--- config.mk ---
export PLATFORM = sky130hd
export DESIGN_NAME = pipe_ctrl
export DESIGN_NICKNAME = d
export VERILOG_FILES = /design/src/rtl/pipe_ctrl_pkg.sv /design/src/rtl/pipe_stall_enc.sv /design/src/rtl/pipe_ctrl.sv
export SDC_FILE = /design/constraint.sdc
export NUM_CORES = 1
export LEC_CHECK = 0
export ABC_CLOCK_PERIOD_IN_PS = 3250
export BUFFER_PORTS_ARGS = -buffer_cell sky130_fd_sc_hd__clkbuf_2
export CAP_MARGIN = 20
export CORE_MARGIN = 4
export CORE_UTILIZATION = 37
export CTS_CLUSTER_SIZE = 16
export DETAILED_ROUTE_END_ITERATION = 8
export MAX_ROUTING_LAYER = met4
export PLACE_DENSITY = 0.86
export RECOVER_POWER = 100
export SLEW_MARGIN = 20
export SYNTH_ARGS = -nofsm -noshare
export SYNTH_HDL_FRONTEND = slang
export SYNTH_HIERARCHICAL = 1
export SYNTH_SLANG_ARGS = --single-unit
--- constraint.sdc ---
create_clock -name clk -period 3.25 [get_ports clk]
set_input_delay 0.325 -clock clk [delete_from_list [all_inputs] [get_ports clk]]
set_output_delay 0.325 -clock clk [all_outputs]
set_load 0.005 [all_outputs]
--- src/rtl/pipe_ctrl_pkg.sv ---
// Shared constants, stall encodings and FSM states for the pipeline controller.
// Optional watchdog is enabled with PIPE_CTRL_WDOG_EN.
package pipe_ctrl_pkg;

  localparam logic STOP    = 1'b1;
  localparam logic NO_STOP = 1'b0;

  localparam logic [31:0] ZERO_WORD = 32'h0000_0000;
  localparam logic [31:0] EXC_ERET  = 32'h0000_000e;

  localparam logic [5:0] STALL_MEM  = 6'b011111;
  localparam logic [5:0] STALL_EX   = 6'b001111;
  localparam logic [5:0] STALL_ID   = 6'b000111;
  localparam logic [5:0] STALL_IF   = 6'b000011;
  localparam logic [5:0] STALL_NONE = 6'b000000;

  typedef enum logic {
    RUN  = 1'b0,
    MASK = 1'b1
  } ctrl_state_t;

endpackage

--- src/rtl/pipe_stall_enc.sv ---
// Priority encoder from per-stage stall requests to the 6-bit stall vector.
// The deepest requesting stage wins.
module pipe_stall_enc
  import pipe_ctrl_pkg::*;
(
  input  logic       stallreq_if,
  input  logic       stallreq_id,
  input  logic       stallreq_ex,
  input  logic       stallreq_mem,
  output logic [5:0] stall
);

  always_comb begin
    stall = STALL_NONE;
    priority case (1'b1)
      stallreq_mem: stall = STALL_MEM;
      stallreq_ex:  stall = STALL_EX;
      stallreq_id:  stall = STALL_ID;
      stallreq_if:  stall = STALL_IF;
      default:      stall = STALL_NONE;
    endcase
  end

endmodule

--- src/rtl/pipe_ctrl.sv ---
// Pipeline controller: stall merge, exception/eret flush with one-cycle mask.
// Define PIPE_CTRL_WDOG_EN to build the sticky stall watchdog.
module pipe_ctrl
  import pipe_ctrl_pkg::*;
#(
  parameter logic [31:0] EXC_VECTOR = 32'h0000_0020,
  parameter logic [7:0]  WDOG_LIMIT = 8'd255
) (
  input  logic        clk,
  input  logic        rst_n,
  input  logic        stallreq_if,
  input  logic        stallreq_id,
  input  logic        stallreq_ex,
  input  logic        stallreq_mem,
  input  logic [31:0] excepttype_i,
  input  logic [31:0] cp0_epc_i,
  output logic [5:0]  stall,
  output logic        flush,
  output logic [31:0] new_pc,
  output logic        wdog_o
);

  ctrl_state_t state, state_nxt;
  logic [5:0]  stall_enc;

  pipe_stall_enc u_enc (
    .stallreq_if  (stallreq_if),
    .stallreq_id  (stallreq_id),
    .stallreq_ex  (stallreq_ex),
    .stallreq_mem (stallreq_mem),
    .stall        (stall_enc)
  );

  // rst_n is active-high despite its name
  always_ff @(posedge clk) begin
    if (rst_n) state <= RUN;
    else       state <= state_nxt;
  end

  always_comb begin
    state_nxt = state;
    flush     = 1'b0;
    new_pc    = ZERO_WORD;
    stall     = stall_enc;
    unique case (state)
      RUN: begin
        if (excepttype_i != ZERO_WORD) begin
          flush     = 1'b1;
          stall     = STALL_NONE;
          new_pc    = (excepttype_i == EXC_ERET) ? cp0_epc_i : EXC_VECTOR;
          state_nxt = MASK;
        end
      end
      MASK: state_nxt = RUN;
      default: state_nxt = RUN;
    endcase
  end

`ifdef PIPE_CTRL_WDOG_EN
  logic [7:0] wdog_cnt, wdog_cnt_nxt;

  always_comb begin
    wdog_cnt_nxt = wdog_cnt;
    if (!stall[0] || flush)          wdog_cnt_nxt = 8'd0;
    else if (wdog_cnt < WDOG_LIMIT)  wdog_cnt_nxt = wdog_cnt + 8'd1;
  end

  always_ff @(posedge clk) begin
    if (rst_n) begin
      wdog_cnt <= 8'd0;
      wdog_o   <= 1'b0;
    end else begin
      wdog_cnt <= wdog_cnt_nxt;
      if (wdog_cnt_nxt == WDOG_LIMIT) wdog_o <= 1'b1;
    end
  end
`else
  logic unused_wdog;
  assign unused_wdog = ^WDOG_LIMIT;
  assign wdog_o      = 1'b0;
`endif

endmodule
### Yosys cells after proc, flatten, opt, wreduce, memory -nomap -nowiden

Index checks and enable logic that the tools add are counted.

| cells by class | value |
|---|---|
| reduce and logical (&&, ||, !) cells | 1 |
| bitwise logic cells | 1 |
| equality and inequality tests | 1 |
| multiplexer cells | 12 |

Operator list:

| kind | number |
|---|---|
| $mux W32 | 3 |
| $eq A32 B4 Y1 const B | 1 |
| $reduce_bool A32 Y1 | 1 |
| $mux W6 | 5 |
| $mux W1 | 2 |
| $mux W2 | 1 |
| $pmux W1 S2 | 1 |
| $not A1 Y1 | 1 |

| word-level totals | value |
|---|---|
| bits in registers | 1 |

### Longest topological paths before layout

| logic depth | value |
|---|---|
| depth in word-level cells | 6 |
| gate-level depth with buffers | 5 |

### Cells and area by module

The synthesis kept the hierarchy.

Modules (own cells, without submodules):

| module | cells an instance | area each (um2) | sequential area each (um2) | times used |
|---|---|---|---|---|
| pipe_ctrl | 113 | 922.1 | 20.0 | 1 |
| pipe_stall_enc | 7 | 46.3 | 0.0 | 1 |

### Worst setup path after synthesis

OpenSTA, ideal clock, no wires.

| timing | value |
|---|---|
| path kind | input to output |
| from | in excepttype_i[5] |
| to | out new_pc[27] |
| cell stages on the path | 4 |
| path buffers | 1 |
| arrival time | 1.424 ns |
| setup slack | 1.501 ns |
| cells stage by stage | nor4_2 -> nand4_4 -> buf_6 -> nor4_2 |

| on the way | value |
|---|---|
| word-level cells in the longest chain between the ends | 4 |

Ends and longest elaborated chain:

| item | RTL line | source |
|---|---|---|
| start: declaration | pipe_ctrl.sv:15 | `input logic [31:0] excepttype_i,` |
| $eq A32 B4 Y1 | pipe_ctrl.sv:50 | `new_pc = (excepttype_i == EXC_ERET) ? cp0_epc_i : EXC_VECTOR;` |
| $mux W32 | pipe_ctrl.sv:50 |  |
| $mux W32 * | pipe_ctrl.sv:47 | `if (excepttype_i != ZERO_WORD) begin` |
| $mux W32 * | pipe_ctrl.sv:45 | `unique case (state)` |
| end: declaration | pipe_ctrl.sv:19 | `output logic [31:0] new_pc,` |

Every way passes the cells marked *; elsewhere a longest branch is shown, timed or not.

### Worst setup path after layout

| timing | value |
|---|---|
| from | in excepttype_i[20] |
| to | out new_pc[21] |

Same word-level chain as after synthesis.

==> impl_metrics.ini <==
[power_and_ir_drop]
max-vdd-ir-drop_uv = 104
p_leak_nw = 0.726
power.density_nw_per_um2 = 75.6

[drt]
postRouteAntennaNets = 0
drt-vias-per-instance = 4.90
wl_per_cell_um = 12.5
drtIter0Drc = 74
drt_wl_total_mm = 3.06
vias = 1196
drtPass1Iterations = 4
drc_errors = 0

[worst_setup_path]
path_cells = clkbuf_2 -> nor4_1 -> nand4_4 -> clkbuf_2 -> nor4_1 -> clkbuf_2
worst_r2r_path_depth = 1
rr_endpoint = state
critPathCaptureType = output port
critPathRequiredTime_ns = 2.92
max_stage_delay_ns = 0.51
crit_type = in -> out
cpMostUsedCell = clkbuf_2
cpMaxStageDelayCell = nor4_1
r2r_slack_ns = 2.53
crit_fanout = 21
cp_data_arrival_time_ns = 2.25
startpoint = excepttype_i[20]
rr_startpoint = state
start_kind = primary input

[sta]
tns_ns = 0
final-max-slew-violation-count = 0
final-setup-viol-count = 0
fin_crit_sh_pct = 79.3
rsz0062_at_grt = no
min_period_ns = 2.58
final_hold_viol_count = 0
tightest_slew_ns = 0.815
relSlewSlack_pct = 45.2
fmax_ghz = 0.388
fin_skew_ns = 0

[min_path]
holdCritPathClass = in -> reg
hp-start = rst_n
whs_path_depth = 2
hold-path-endpoint = state

[cells_and_area]
fin_cells = 244
largestRegisters = state x1
nNetsFinal = 286
antenna_cells = 0
drive_above_1_share_pct = 62.1
top_register = state
area_growth_pct = 36.7
largest_reg_flops = 1

[logic_synthesis]
synthMostInstantiatedCell = nor4_2
yosysWarningCount = 6
postSynth.asyncResetShare_pct = 0
syn_avg_cell_area_um2 = 8.07
synth_edf_count = 0
synth_fp_nets = 190
syn_inst = 120
yosysTopAreaCell = nor4_2
yosys_most_used_dff = dfxtp_1
yosys-top-cells-count = 36 x nor4_2, 31 x inv_1, 12 x nand2_1
yosys-top-cells-area = nor4_2 47%, inv_1 12%, o31ai_2 7.8%
synth-seq-cells = 1
synth_seq_area_share_pct = 2.07
synthDistinctLibCells = 24
synth.cell_area_um2 = 968
yosysTopAreaCellShare_pct = 46.5

[cts]
post-cts-setup-buffer-count = 0
clock_latency_ns = 0
ctsResizeCount = 0
cts_hold_buf = 0
clk_pin_slew_ns = 0

[placed_design]
post-place-cells = 244
gp_congestion = 0.731
dp_hpwl_mm = 2.62
io_buffers = 107

[floorplan]
initial_core_util_pct = 39.1
die-area_um2 = 3500
num_io_pins = 110
die_h_um = 59.2
row_count = 18
core_um2 = 2480
die_w_um = 59.2

[global_route]
grt_start_max_net_pins = 32
grt_first_pass_wirelength_mm = 4.83
grt_usage_pct = 17.1
grt.overflow.total = 0
grt_pass1_vias = 1148
antenna_found_initial = 0

[status]
status = finished clean

[job]
drv_cap = 0
-- power breakdown --
group | total (mW) | switching, mW | internal (mW)
Clock | 0 | 0 | 0
Sequential | 0.0156 | 0.00214 | 0.0134
Combinational | 0.0845 | 0.0399 | 0.0446
Total | 0.100 | 0.0420 | 0.0581
-- cell type report --
cell class / count / area [um^2]
fill: 271 / 1150
inverter: 31 / 116
multi-input combinational: 73 / 607
sequential: 1 / 20.0
tap: 30 / 37.5
timing repair buffer: 109 / 543
-- worst max-delay path: cells and delay by family --
kind | cells | cell delay [ns]
AND/OR/NAND/NOR | 3 | 1.23
buffers and inverters | 3 | 0.70
-- per-stage QoR --
step           area (um^2)  hold slack, ns  setup slack, ns  util [%]  power, mW
2_1_floorplan          968           0.403             1.50         -     0.0547
3_3_place_gp          1440           0.493            0.927      58.3      0.102
3_5_place_dp          1440           0.502            0.890      58.3      0.105
4_1_cts               1440           0.502            0.888      58.3      0.105
5_1_grt               1320           0.526            0.429      53.4      0.112
6_report              1320           0.499            0.671      53.4      0.100
-- logic make-up after synthesis --
kind of cell	synth area share, %
DFF	2.07
other	0.775
buffers and inverters	23.6
and+or+nand+nor	62.8
AOI/OAI and AO/OA	10.7
-- routing by layer --
| layer | GRT usage, % | up-vias | wire [um] |
|---|---|---|---|
| met5 | - | - | 0 |
| met4 | 1.94 | 0 | 28 |
| met3 | 0.436 | 4 | 214 |
| met2 | 31.1 | 57 | 1590 |
| met1 | 21.7 | 525 | 1220 |
| li1 | - | 610 | - |
-- how the worst max path moves through the flow --
stage	to	slack (ns)
floorplan	new_pc[27]	1.50
global placement	new_pc[31]	0.93
detailed placement	stall[3]	0.89
CTS	stall[3]	0.89
global route	new_pc[22]	0.43
finish	new_pc[21]	0.67
-- placed cells by master, fill, tap and decap left out, types with 2 or more instances in the layout --
master    Yosys  layout
clkbuf_2      0     104
conb_1        2       2
o31ai_2       6       6
inv_1        31      31
nand4_4       2       2
nand2_1      12      12
a31oi_1       2       2
clkbuf_1      2       4
nor4_1        1      19
nor4_2       36      18
nor3_1        2       2
No activity file was read; power rests on OpenSTA's default activity.
